$ cat src/rtl/secuenciador_mensaje_display_pkg.sv
// Shared types for the message scroller that feeds the 7-segment display controller.
// Provides the FSM encoding, the nibble type and the circular window index helper.
package pkg_display_secuenciador;

    typedef enum logic {
        REPOSO      = 1'b0,
        DESPLAZANDO = 1'b1
    } estado_t;

    localparam int C_DIGITOS = 4;

    typedef logic [3:0] nibble_t;

    // Buffer index of digit slot 'desp' in a window starting at 'ptr', wrapping at 'largo'.
    function automatic logic [3:0] indice_ventana(
        input logic [3:0]  ptr,
        input int unsigned desp,
        input int unsigned largo
    );
        int unsigned suma;
        suma = {28'd0, ptr} + desp;
        if (suma >= largo) begin
            suma = suma - largo;
        end
        return suma[3:0];
    endfunction

endpackage

$ cat src/rtl/secuenciador_mensaje_display_divisor_tick.sv
// Free-running prescaler: counts 0..P_DIV_TICK-1 while enabled and emits a
// one-cycle tick on the terminal count. A clear request dominates and suppresses the tick.
module divisor_tick #(
    parameter  int P_DIV_TICK = 50000000,
    localparam int W_DIV      = $clog2(P_DIV_TICK)
) (
    input  logic i_Reloj,
    input  logic i_Reset,
    input  logic i_Habilitar,
    input  logic i_Limpiar,
    output logic o_Tick
);

    localparam logic [W_DIV-1:0] C_TERMINAL = W_DIV'(P_DIV_TICK - 1);

    logic [W_DIV-1:0] cuenta;

    always_ff @(posedge i_Reloj or negedge i_Reset) begin
        if (!i_Reset) begin
            cuenta <= '0;
        end else if (i_Limpiar) begin
            cuenta <= '0;
        end else if (i_Habilitar) begin
            cuenta <= (cuenta == C_TERMINAL) ? '0 : cuenta + 1'b1;
        end
    end

    assign o_Tick = i_Habilitar && !i_Limpiar && (cuenta == C_TERMINAL);

endmodule

$ cat src/rtl/secuenciador_mensaje_display.sv
// Scrolls a 4-digit window across a nibble message buffer, single pass or wrapping,
// and presents the window as registered digit nibbles for the 7-segment controller.
module secuenciador_mensaje_display
    import pkg_display_secuenciador::*;
#(
    parameter int P_LONG_MSG = 8,
    parameter int P_DIV_TICK = 50000000
) (
    input  logic       i_Reloj,
    input  logic       i_Reset,
    input  logic       i_Escribir,
    input  logic [3:0] i_Dir,
    input  logic [3:0] i_Dato,
    input  logic       i_Iniciar,
    input  logic       i_Detener,
    input  logic       i_Modo_Continuo,
    output logic       o_Listo,
    output logic       o_Ocupado,
    output logic       o_Fin,
    output logic [3:0] o_Datos_3,
    output logic [3:0] o_Datos_2,
    output logic [3:0] o_Datos_1,
    output logic [3:0] o_Datos_0
);

    localparam logic [3:0] C_ULTIMO_PTR = 4'(P_LONG_MSG - C_DIGITOS);
    localparam logic [3:0] C_MAX_PTR    = 4'(P_LONG_MSG - 1);
    localparam logic [4:0] C_LARGO      = 5'(P_LONG_MSG);

    estado_t    estado;
    logic       modo;
    logic [3:0] ptr;
    logic [3:0] ptr_siguiente;
    nibble_t    mem [16];
    logic       tick;
    logic       limpiar;
    logic       escritura_ok;

    // Write handshake: i_Escribir is the valid, o_Listo the ready; a write with both
    // high and i_Dir inside the message takes effect on that clock edge, else it is dropped.
    assign escritura_ok  = i_Escribir && (estado == REPOSO) && ({1'b0, i_Dir} < C_LARGO);
    assign limpiar       = (estado == REPOSO) || i_Detener;
    assign ptr_siguiente = (ptr == C_MAX_PTR) ? 4'd0 : ptr + 4'd1;
    assign o_Listo       = (estado == REPOSO);
    assign o_Ocupado     = (estado == DESPLAZANDO);

    divisor_tick #(
        .P_DIV_TICK (P_DIV_TICK)
    ) u_divisor_tick (
        .i_Reloj     (i_Reloj),
        .i_Reset     (i_Reset),
        .i_Habilitar (estado == DESPLAZANDO),
        .i_Limpiar   (limpiar),
        .o_Tick      (tick)
    );

    always_ff @(posedge i_Reloj or negedge i_Reset) begin
        if (!i_Reset) begin
            estado <= REPOSO;
            modo   <= 1'b0;
            ptr    <= 4'd0;
            o_Fin  <= 1'b0;
        end else begin
            o_Fin <= 1'b0;
            case (estado)
                REPOSO: begin
                    if (i_Iniciar && !i_Detener) begin
                        ptr    <= 4'd0;
                        modo   <= i_Modo_Continuo;
                        estado <= DESPLAZANDO;
                    end
                end
                DESPLAZANDO: begin
                    // Stop wins over a coincident tick: the window freezes where it is.
                    if (i_Detener) begin
                        estado <= REPOSO;
                    end else if (tick) begin
                        if (modo) begin
                            ptr   <= ptr_siguiente;
                            o_Fin <= (ptr_siguiente == 4'd0);
                        end else if (ptr == C_ULTIMO_PTR) begin
                            o_Fin  <= 1'b1;
                            estado <= REPOSO;
                        end else begin
                            ptr <= ptr + 4'd1;
                        end
                    end
                end
                default: estado <= REPOSO;
            endcase
        end
    end

    always_ff @(posedge i_Reloj or negedge i_Reset) begin
        if (!i_Reset) begin
            for (int i = 0; i < 16; i++) begin
                mem[i] <= '0;
            end
        end else if (escritura_ok) begin
            mem[i_Dir] <= i_Dato;
        end
    end

    always_ff @(posedge i_Reloj or negedge i_Reset) begin
        if (!i_Reset) begin
            o_Datos_3 <= '0;
            o_Datos_2 <= '0;
            o_Datos_1 <= '0;
            o_Datos_0 <= '0;
        end else begin
            o_Datos_3 <= mem[ptr];
            o_Datos_2 <= mem[indice_ventana(ptr, 1, P_LONG_MSG)];
            o_Datos_1 <= mem[indice_ventana(ptr, 2, P_LONG_MSG)];
            o_Datos_0 <= mem[indice_ventana(ptr, 3, P_LONG_MSG)];
        end
    end

endmodule

$ cat config.mk
export PLATFORM = sky130hd
export DESIGN_NAME = secuenciador_mensaje_display
export DESIGN_NICKNAME = d
export VERILOG_FILES = /design/src/rtl/secuenciador_mensaje_display_pkg.sv /design/src/rtl/secuenciador_mensaje_display_divisor_tick.sv /design/src/rtl/secuenciador_mensaje_display.sv
export SDC_FILE = /design/constraint.sdc
export NUM_CORES = 1
export LEC_CHECK = 0
export CAP_MARGIN = 20
export CORE_AREA = 4 4 100 196
export DETAILED_ROUTE_END_ITERATION = 8
export DIE_AREA = 0 0 104 200
export GPL_ROUTABILITY_DRIVEN = 0
export SYNTH_ARGS = -nofsm -noshare
export SYNTH_HDL_FRONTEND = slang
export SYNTH_SLANG_ARGS = --single-unit
$ cat constraint.sdc
create_clock -name i_Reloj -period 3 [get_ports i_Reloj]
set_input_delay 0.3 -clock i_Reloj [delete_from_list [all_inputs] [get_ports i_Reloj]]
set_output_delay 0.3 -clock i_Reloj [all_outputs]
set_load 0.02 [all_outputs]
Yosys cells after proc, flatten, opt, wreduce, memory -nomap -nowiden
Index checks and enable logic that the tools add are counted.
{"block": "op_classes", "reduce_logical": 13, "order_cmp": 10, "eq_ne": 7, "n_addsub": 8, "muxes": 39, "bitwise": 6}
{"op": "26-bit two-way mux", "n": 3}
{"op": "4-bit two-way mux", "n": 18}
{"op": "4-bit binary-select mux with 4-bit select", "n": 4}
{"op": "64-bit bitwise mux", "n": 1}
{"op": "26-bit by 1-bit adder with 26-bit output (second input constant)", "n": 1}
{"op": "26-bit == test (second input constant)", "n": 1}
{"op": "5-bit greater-or-equal comparator (second input constant)", "n": 5}
{"op": "4-bit inverter with 5-bit output", "n": 5}
{"op": "4-bit demux with 4-bit select", "n": 1}
{"op": "5-bit by 4-bit greater-or-equal comparator with 1-bit output (second input constant)", "n": 3}
{"op": "4-bit subtractor (second input constant)", "n": 3}
{"op": "4-bit by 2-bit adder with 5-bit output (second input constant)", "n": 2}
{"op": "1-bit two-way mux", "n": 10}
{"op": "4-bit by 3-bit == test with 1-bit output (second input constant)", "n": 2}
{"op": "4-bit one-hot mux with 2 select lines", "n": 1}
{"op": "1-bit logical AND", "n": 6}
{"op": "4-bit by 1-bit adder with 5-bit output (second input constant)", "n": 1}
{"op": "5-bit by 1-bit less-than comparator with 1-bit output (second input constant)", "n": 1}
{"op": "4-bit by 1-bit adder with 4-bit output (second input constant)", "n": 1}
{"op": "4-bit zero test", "n": 1}
{"op": "4-bit less-than comparator (second input constant)", "n": 1}
{"op": "2-bit by 1-bit != test with 1-bit output (second input constant)", "n": 2}
{"op": "4-bit AND reduction", "n": 1}
{"op": "3-bit != test (second input constant)", "n": 1}
{"op": "7 further kinds", "n": 8}
{"block": "totals", "wordCells": 108, "out_inout_bits": 19, "input_bits": 14, "regBits": 113}

Longest topological paths before layout
Gate-level depths: netlist of the first run.
{"block": "depth", "ltp_word": 8, "depth_mapped": 10, "depth_no_buf": 6}

Modules after synthesis
A second synthesis of the first run with hierarchy kept.
{"block": "unflattened", "cells_unflattened": 531, "hier_area_um2": 6434.9}
{"module": "secuenciador_mensaje_display", "seq_area_each_um2": 2177.1, "area_each_um2": 4767.1, "cells_each": 336, "n_inst": 1}
{"module": "divisor_tick", "seq_area_each_um2": 650.6, "area_each_um2": 1667.8, "cells_each": 195, "n_inst": 1}

Worst setup path after synthesis of the first run
OpenSTA, ideal clock, no wires.
{"block": "synth_timing", "kind": "flip-flop to flip-flop", "from": "register ptr[1]", "to": "register o_Datos_2[2]", "setup_slack_ps": -49, "n_path_buf": 5, "path_stages_with_launch": 11, "required_ps": 2852, "arrival_ps": 2901, "synth_period_minus_slack_ps": 3049, "setup_ps": 148, "path_cell_list": "dfrtp_1 -> buf_2 -> buf_2 -> buf_2 -> clkinv_1 -> ha_1 -> clkbuf_1 -> clkbuf_1 -> mux4_2 -> mux2i_1 -> o21ai_0"}
{"block": "synth_between", "elab_chain_len": 7, "word_cells_on_any_way": 8, "classes_between": "add/sub (2); order compare (1); mux (4); bitwise (1)"}
{"element": "start: declaration", "line_no": "secuenciador_mensaje_display.sv:32", "text": "logic [3:0] ptr;"}
{"element": "start signal: assignment", "line_no": "secuenciador_mensaje_display.sv:79", "text": "ptr <= ptr_siguiente;"}
{"element": "start signal: assignment", "line_no": "secuenciador_mensaje_display.sv:85", "text": "ptr <= ptr + 4'd1;"}
{"element": "4-bit by 1-bit adder with 5-bit output (*)", "line_no": "secuenciador_mensaje_display_pkg.sv:21", "text": "suma = {28'd0, ptr} + desp;"}
{"element": "4-bit subtractor / 5-bit by 4-bit greater-or-equal comparator with 1-bit output (equally long branches)", "line_no": "secuenciador_mensaje_display_pkg.sv:23, secuenciador_mensaje_display_pkg.sv:22"}
{"element": "4-bit two-way mux (*)", "line_no": "secuenciador_mensaje_display_pkg.sv:22", "text": "if (suma >= largo) begin"}
{"element": "4-bit inverter with 5-bit output (not written as such) (*)", "line_no": "secuenciador_mensaje_display.sv:112", "text": "o_Datos_2 <= mem[indice_ventana(ptr, 1, P_LONG_MSG)];"}
{"element": "4-bit binary-select mux with 4-bit select (*)", "line_no": "secuenciador_mensaje_display.sv:112"}
{"element": "4-bit two-way mux (not written as such) (*) (2 in series)", "line_no": "secuenciador_mensaje_display.sv:112"}
{"element": "end signal: assignment", "line_no": "secuenciador_mensaje_display.sv:112"}
{"element": "end: declaration", "line_no": "secuenciador_mensaje_display.sv:21", "text": "output logic [3:0] o_Datos_2,"}
Every way passes the cells marked *; elsewhere a longest branch is shown, timed or not. The select of a mux whose other input is x is not followed.
A chain may end at the register's enable or synchronous reset.

Worst setup path in the final report of the first run
{"block": "layout_timing", "from": "register ptr[0]", "to": "register o_Datos_1[3]"}
{"block": "layout_between", "elab_chain_len": 7, "word_cells_on_any_way": 8, "classes_between": "add/sub (2); order compare (1); mux (4); bitwise (1)"}
{"element": "4-bit by 2-bit adder with 5-bit output (*)", "line_no": "secuenciador_mensaje_display_pkg.sv:21"}
{"element": "4-bit subtractor / 5-bit by 4-bit greater-or-equal comparator with 1-bit output (equally long branches)", "line_no": "secuenciador_mensaje_display_pkg.sv:23, secuenciador_mensaje_display_pkg.sv:22"}
{"element": "4-bit two-way mux (*)", "line_no": "secuenciador_mensaje_display_pkg.sv:22"}
{"element": "4-bit inverter with 5-bit output (not written as such) (*)", "line_no": "secuenciador_mensaje_display.sv:113", "text": "o_Datos_1 <= mem[indice_ventana(ptr, 2, P_LONG_MSG)];"}
{"element": "4-bit binary-select mux with 4-bit select (*)", "line_no": "secuenciador_mensaje_display.sv:113"}
{"element": "4-bit two-way mux (not written as such) (*) (2 in series)", "line_no": "secuenciador_mensaje_display.sv:113"}
{"element": "end signal: assignment", "line_no": "secuenciador_mensaje_display.sv:113"}
{"element": "end: declaration", "line_no": "secuenciador_mensaje_display.sv:22", "text": "output logic [3:0] o_Datos_1,"}
Marks and branches as above.

==> run summary, run 1 <==
status: finished clean
DP Worst Slack: 0.591 ns
Slew Limit Fails: 0
commonest non-fill, non-tap cell in the layout: dfrtp_1
vias in the first global route: 4,440
Crit path arrival time: 2.63 ns
Hold Crit Class: primary input to asynchronous set/reset pin
CP Capture Type: flip-flop
Synth Instances: 487
number of synthesized flops with an enable pin: 0
full die area: 20,800 µm²
clock skew after layout: 0.00730 ns
Flop pwr share: 0.355
vias per cell: 5.70
clock share of power: 0.419
setup TNS: 0 ns
Critical Path Fanout Max: 42
most frequent CP cell: buf_4
Overflow after GRT: 0
Initial DRC Count: 261
critical path's top delay family: buffers and inverters
initial antenna violation count: 0
FF+latch count, synth: 113
sequential share of the synthesized area: 0.457
Layout area overhead: 18.3%
Core ar.: 18,200 µm²
first-pass GRT wire length: 24.3 mm
Bufs on Longest Clock Path: 2
critical path class: flip-flop to flip-flop
distinct cell type count after synthesis: 49
Total Wirelength: 15.1 mm
Critical Path Source Type: flip-flop
num ports: 33
Final Setup Violations: 0
P_sw: 0.00145 W
Initial Utilization: 0.340
Root Driver: clkbuf_16
Die Width: 104 µm
Logic pwr share: 0.226
Post-CTS Setup Repair Bufs: 0
static leakage: 2.91 nW
buffers and inverters on the worst path: 2
RSZ-0062 raised after global routing: no
clock slew at reported path FFs: 0.05 ns
H-tree depth: 4
Worst EP required: 3.27 ns
critical-path cell list: buf_4 > buf_4 > mux4_2 > mux2i_1 > a21oi_1
period utilization: 0.787
post-synth net total: 508
fmax: 423 MHz
Slew @ Worst Pin: 0.693 ns
Final Net Count: 517
most frequent cells in the layout: dfrtp_1, mux4_2, mux2_2, nand2_1, clkdlybuf4s50_1
Post-synth ARST share: 1.00
CP max-delay cell: mux4_2
via count: 4,135
CTS Sinks: 113
share of post-route cells with drive strength above 1: 0.291
gr usage total: 0.153
Slew headroom: 0.536
Final Hold Viols: 0
first drt pass iteration count: 4
TritonCTS buffer count: 17
crit path time final: 2.36 ns
DRC: 0
Max-Cap Viols: 0
ANT cells: 0
CTS tree: built
post-route ant nets: 0
largest net degree at the start of global routing: 57
Mapped Avg Cell Area: 12.7 µm²
port bufs: 32
WL per Instance: 20.8 µm
synthesized area: 6190 µm²
sw frac: 0.269
clk_lat worst skew: 0.42 ns
Rows: 70
Die Y: 200 µm
PnR worst setup slack: 0.638 ns
Resized cells post-CTS: 0
CP peak stage delay: 0.54 ns
Max VDD drop: 0.437 mV
hold-fix buffers at CTS: 1
total power: 0.00538 W
Int Pwr: 0.00393 W
HPWL Detailed: 11.4 mm
Pwr per Cell Area: 734 nW/µm²
Synth Warn #: 0
main flop type after synthesis: dfrtp_1
## state kept, by name (all words and copies together), names as in the netlist, 4 cells and up
register	cells
mem	64
u_divisor_tick.cuenta	26
o_Datos_0	4
o_Datos_1	4
o_Datos_2	4
o_Datos_3	4
ptr	4
## stage by stage
step / cells / area, µm² / util / hold slack (ns)
2_1_floorplan: 487 / 6200 / - / 0.00441
4_1_cts: 725 / 7330 / 0.402 / 0.381
5_1_grt: 725 / 7330 / 0.402 / 0.407
3_3_place_gp: 692 / 6670 / 0.366 / 0.266
6_report: 725 / 7330 / 0.402 / 0.374
3_5_place_dp: 692 / 6670 / 0.366 / 0.275
## layer usage
| metal | wire length [µm] | vias to the layer above | global-route usage |
|---|---|---|---|
| li1 | - | 1855 | - |
| met1 | 5020 | 2129 | 0.148 |
| met5 | 0 | - | 0 |
| met2 | 8800 | 110 | 0.295 |
| met3 | 489 | 41 | 0.0338 |
| met4 | 763 | 0 | 0.0927 |
## area by class of cell
class,instances,area [µm²]
clock buffer,21,440
clock inverter,11,210
fill,1689,10900
inverter,9,33.8
multi-input combinational,308,3100
sequential,113,2830
tap,216,270
timing repair buffer,47,445
## power groups by stage
| stage | clock [W] | sequential (W) | combinational (W) |
|---|---|---|---|
| 2_1_floorplan | 0 | 0.00200 | 0.000646 |
| 3_3_place_gp | 0 | 0.00193 | 0.00121 |
| 3_5_place_dp | 0 | 0.00194 | 0.00123 |
| 4_1_cts | 0.00231 | 0.00191 | 0.00123 |
| 5_1_grt | 0.00238 | 0.00194 | 0.00130 |
| 6_report | 0.00225 | 0.00191 | 0.00122 |
## path summary, 6_finish.rpt
path                            startpoint  cells past startpoint            to  slack [ns]
worst min-delay path               i_Reset                      2  o_Datos_1[3]        0.37
min in group i_Reloj                mem[8]                      0        mem[8]        0.39
worst max register to register      ptr[0]                      5  o_Datos_1[3]        0.64
max in group asynchronous          i_Reset                      3        mem[0]        1.89
worst max-delay path                ptr[0]                      5  o_Datos_1[3]        0.64
worst min register to register      mem[8]                      0        mem[8]        0.39
## logic make-up after synthesis
family                   share of synthesized area
adder cells (fa/ha/maj)                     0.0141
AND/OR/NAND/NOR                              0.117
buffers and inverters                       0.0432
multiplexers                                 0.292
flip-flops                                   0.457
AO/OA/AOI/OAI                               0.0584
XOR/XNOR                                    0.0184
## synthesized netlist by cell type, drive strengths merged (2+ instances only)
master,instances,area (µm²)
a21oi,19,103
nor3,11,55.1
ha,7,87.6
nor2,19,71.3
nand3,10,55.1
nand2,33,124
nor4b,4,35.0
nor2b,8,50.1
and3,2,12.5
mux2i,12,120
mux4,56,1260
nand4,9,71.3
o31a,2,17.5
or3,3,18.8
nor4bb,2,20.0
buf,13,68.8
o31ai,11,87.6
nor4,4,25.0
dfrtp,113,2830
clkbuf,44,165
mux2,38,428
xnor2,7,61.3
and2,2,12.5
xor2,6,52.6
inv,8,30.0
a211oi,4,30.0
or4,11,93.8
and4b,3,30.0
and4,2,17.5
o41ai,2,17.5
o21ai,11,55.1
(Power assumes the default switching activity.)
==> run 2: changes to the inputs <==
Clock period 3 ns to 2.4 ns, I/O delays scaled along.
==> run 2 against run 1 <==
  * Non-clock buffer count rose by 7
  * Combinational power rose by 25%
  * Count of clock-buffer cells in the layout fell by 4
  * Critical path depth rose by 1
  * Largest power group unchanged
  * Sequential power rose by 26%
==> run summary, run 2 (synthesized netlist as in run 1, its figures left out) <==
WL per Instance: 20.4 µm (was 20.8 µm)
initial antenna violation count: 0 (unchanged)
Slew Limit Fails: 0 (unchanged)
critical path's top delay family: buffers and inverters (unchanged)
RR Endpoint: o_Datos_2[0] (was o_Datos_1[3])
CP peak stage delay: 0.45 ns (was 0.54 ns)
Total Wirelength: 14.9 mm (was 15.1 mm)
post-route ant nets: 0 (unchanged)
H-tree depth: 4 (unchanged)
Rows: 70 (unchanged)
share of post-route cells with drive strength above 1: 0.310 (was 0.291)
Final Hold Viols: 0 (unchanged)
critical-path cell list: buf_4 > ha_1 > xnor2_1 > buf_4 > mux2i_1 > o21ai_0 (was buf_4 > buf_4 > mux4_2 > mux2i_1 > a21oi_1)
Slew @ Worst Pin: 0.690 ns (was 0.693 ns)
worst r2r src: ptr[1] (was ptr[0])
largest net degree at the start of global routing: 58 (was 57)
DP Worst Slack: 0.320 ns (was 0.591 ns)
CTS Sinks: 113 (unchanged)
biggest regs: mem (64), u_divisor_tick.cuenta (26) (unchanged)
clock slew at reported path FFs: 0.06 ns (was 0.05 ns)
total power: 0.00640 W (was 0.00538 W)
Final Net Count: 524 (was 517)
clk_lat worst skew: 0.42 ns (about the same)
crit path time final: 2.11 ns (was 2.36 ns)
DRC: 0 (unchanged)
clock skew after layout: 0.00783 ns (was 0.00730 ns)
static leakage: 2.91 nW (about the same)
Final Setup Violations: 0 (unchanged)
most frequent CP cell: buf_4 (unchanged)
Slew headroom: 0.533 (was 0.536)
RSZ-0062 raised after global routing: no (unchanged)
HPWL Detailed: 11.3 mm (was 11.4 mm)
Largest Register: mem (unchanged)
Initial Utilization: 0.340 (unchanged)
fmax: 475 MHz (was 423 MHz)
TritonCTS buffer count: 17 (unchanged)
commonest non-fill, non-tap cell in the layout: dfrtp_1 (unchanged)
Die Y: 200 µm (unchanged)
Finished Cell Area: 7340 µm² (was 7330 µm²)
Overflow after GRT: 0 (unchanged)
num ports: 33 (unchanged)
buffers and inverters on the worst path: 2 (unchanged)
fin cells: 732 (was 725)
port bufs: 32 (unchanged)
ANT cells: 0 (unchanged)
via count: 4,059 (was 4,135)
most frequent cells in the layout: dfrtp_1, mux4_2, mux2_2, nand2_1, clkdlybuf4s50_1 (unchanged)
Initial DRC Count: 239 (was 261)
vias per cell: 5.55 (was 5.70)
CP max-delay cell: buf_4 (was mux4_2)
Max-Cap Viols: 0 (unchanged)
vias in the first global route: 4,341 (was 4,440)
Crit path arrival time: 2.39 ns (was 2.63 ns)
setup TNS: 0 ns (unchanged)
period utilization: 0.877 (was 0.787)
Worst EP required: 2.69 ns (was 3.27 ns)
Hold Crit Class: primary input to asynchronous set/reset pin (unchanged)
Bufs on Longest Clock Path: 2 (unchanged)
gr usage total: 0.152 (was 0.153)
Pwr per Cell Area: 872 nW/µm² (was 734 nW/µm²)
CTS tree: built (unchanged)
r2r worst-path depth: 6 (was 5)
Layout area overhead: 18.5% (was 18.3%)
full die area: 20,800 µm² (unchanged)
Crit path depth: 6 (was 5)
max reg flops: 64 (unchanged)
first-pass GRT wire length: 24.3 mm (about the same)
placed inst area: 6750 µm² (was 6670 µm²)
Critical Path Fanout Max: 30 (was 42)
Critical Path Source Type: flip-flop (unchanged)
Die Width: 104 µm (unchanged)
placed cell count: 699 (was 692)
first drt pass iteration count: 4 (unchanged)
status: finished clean (unchanged)
PnR worst setup slack: 0.295 ns (was 0.638 ns)
Reg2Reg Setup Slack: 0.29 ns (was 0.64 ns)
Max VDD drop: 0.508 mV (was 0.437 mV)
Root Driver: clkbuf_16 (unchanged)
CP Capture Type: flip-flop (unchanged)
critical path class: flip-flop to flip-flop (unchanged)
Core ar.: 18,200 µm² (unchanged)
==> run 2: cell type report <==
| type | count | area (µm²) |
|---|---|---|
| flip-flops and latches | 113 | 2830 |
| multi-input cells | 308 | 3100 |
| inverters | 9 | 35.0 |
| clock inverters | 15 | 159 |
| repair buffers | 54 | 523 |
| well taps | 216 | 270 |
| clock buffers | 17 | 425 |
| fillers | 1707 | 10900 |
==> run 2: worst max path at each step <==
stage                             startpoint                        end  slack [ns]
detailed placement                    ptr[1]               o_Datos_2[0]        0.32
finish                                ptr[1]               o_Datos_2[0]        0.29
global route                          ptr[1]               o_Datos_2[2]        0.17
floorplan                             ptr[1]               o_Datos_1[2]        0.03
CTS                                   ptr[1]               o_Datos_2[0]        0.28
global placement    u_divisor_tick.cuenta[9]  u_divisor_tick.cuenta[25]        0.36
==> run 2: timing repair <==
item | 4_1_cts | 5_1_grt
gates resized for setup | 0 | 0
hold endpoints to repair | 15 | 0
hold buffers | 1 | 0
setup buffers | 0 | 0
==> run 2: routing by layer <==
layer  global-route usage  wire (µm)
met5                    0          0
met1                0.149       5210
met2                0.298       8760
met3               0.0280        354
met4               0.0843        607
==> run 2: stage by stage <==
stage,util,hold slack (ns)
after floorplan,-,-0.0556
after global placement,0.370,0.138
after detailed placement,0.370,0.131
after CTS,0.403,0.237
after global routing,0.403,0.250
final,0.403,0.241
==> run 2: report_power, final <==
group          total (W)  switching [W]  leakage, nW  internal, W
combinational    0.00152       0.000693         1.14     0.000825
sequential       0.00240       0.000231         1.50      0.00217
clock            0.00248       0.000946        0.269      0.00153
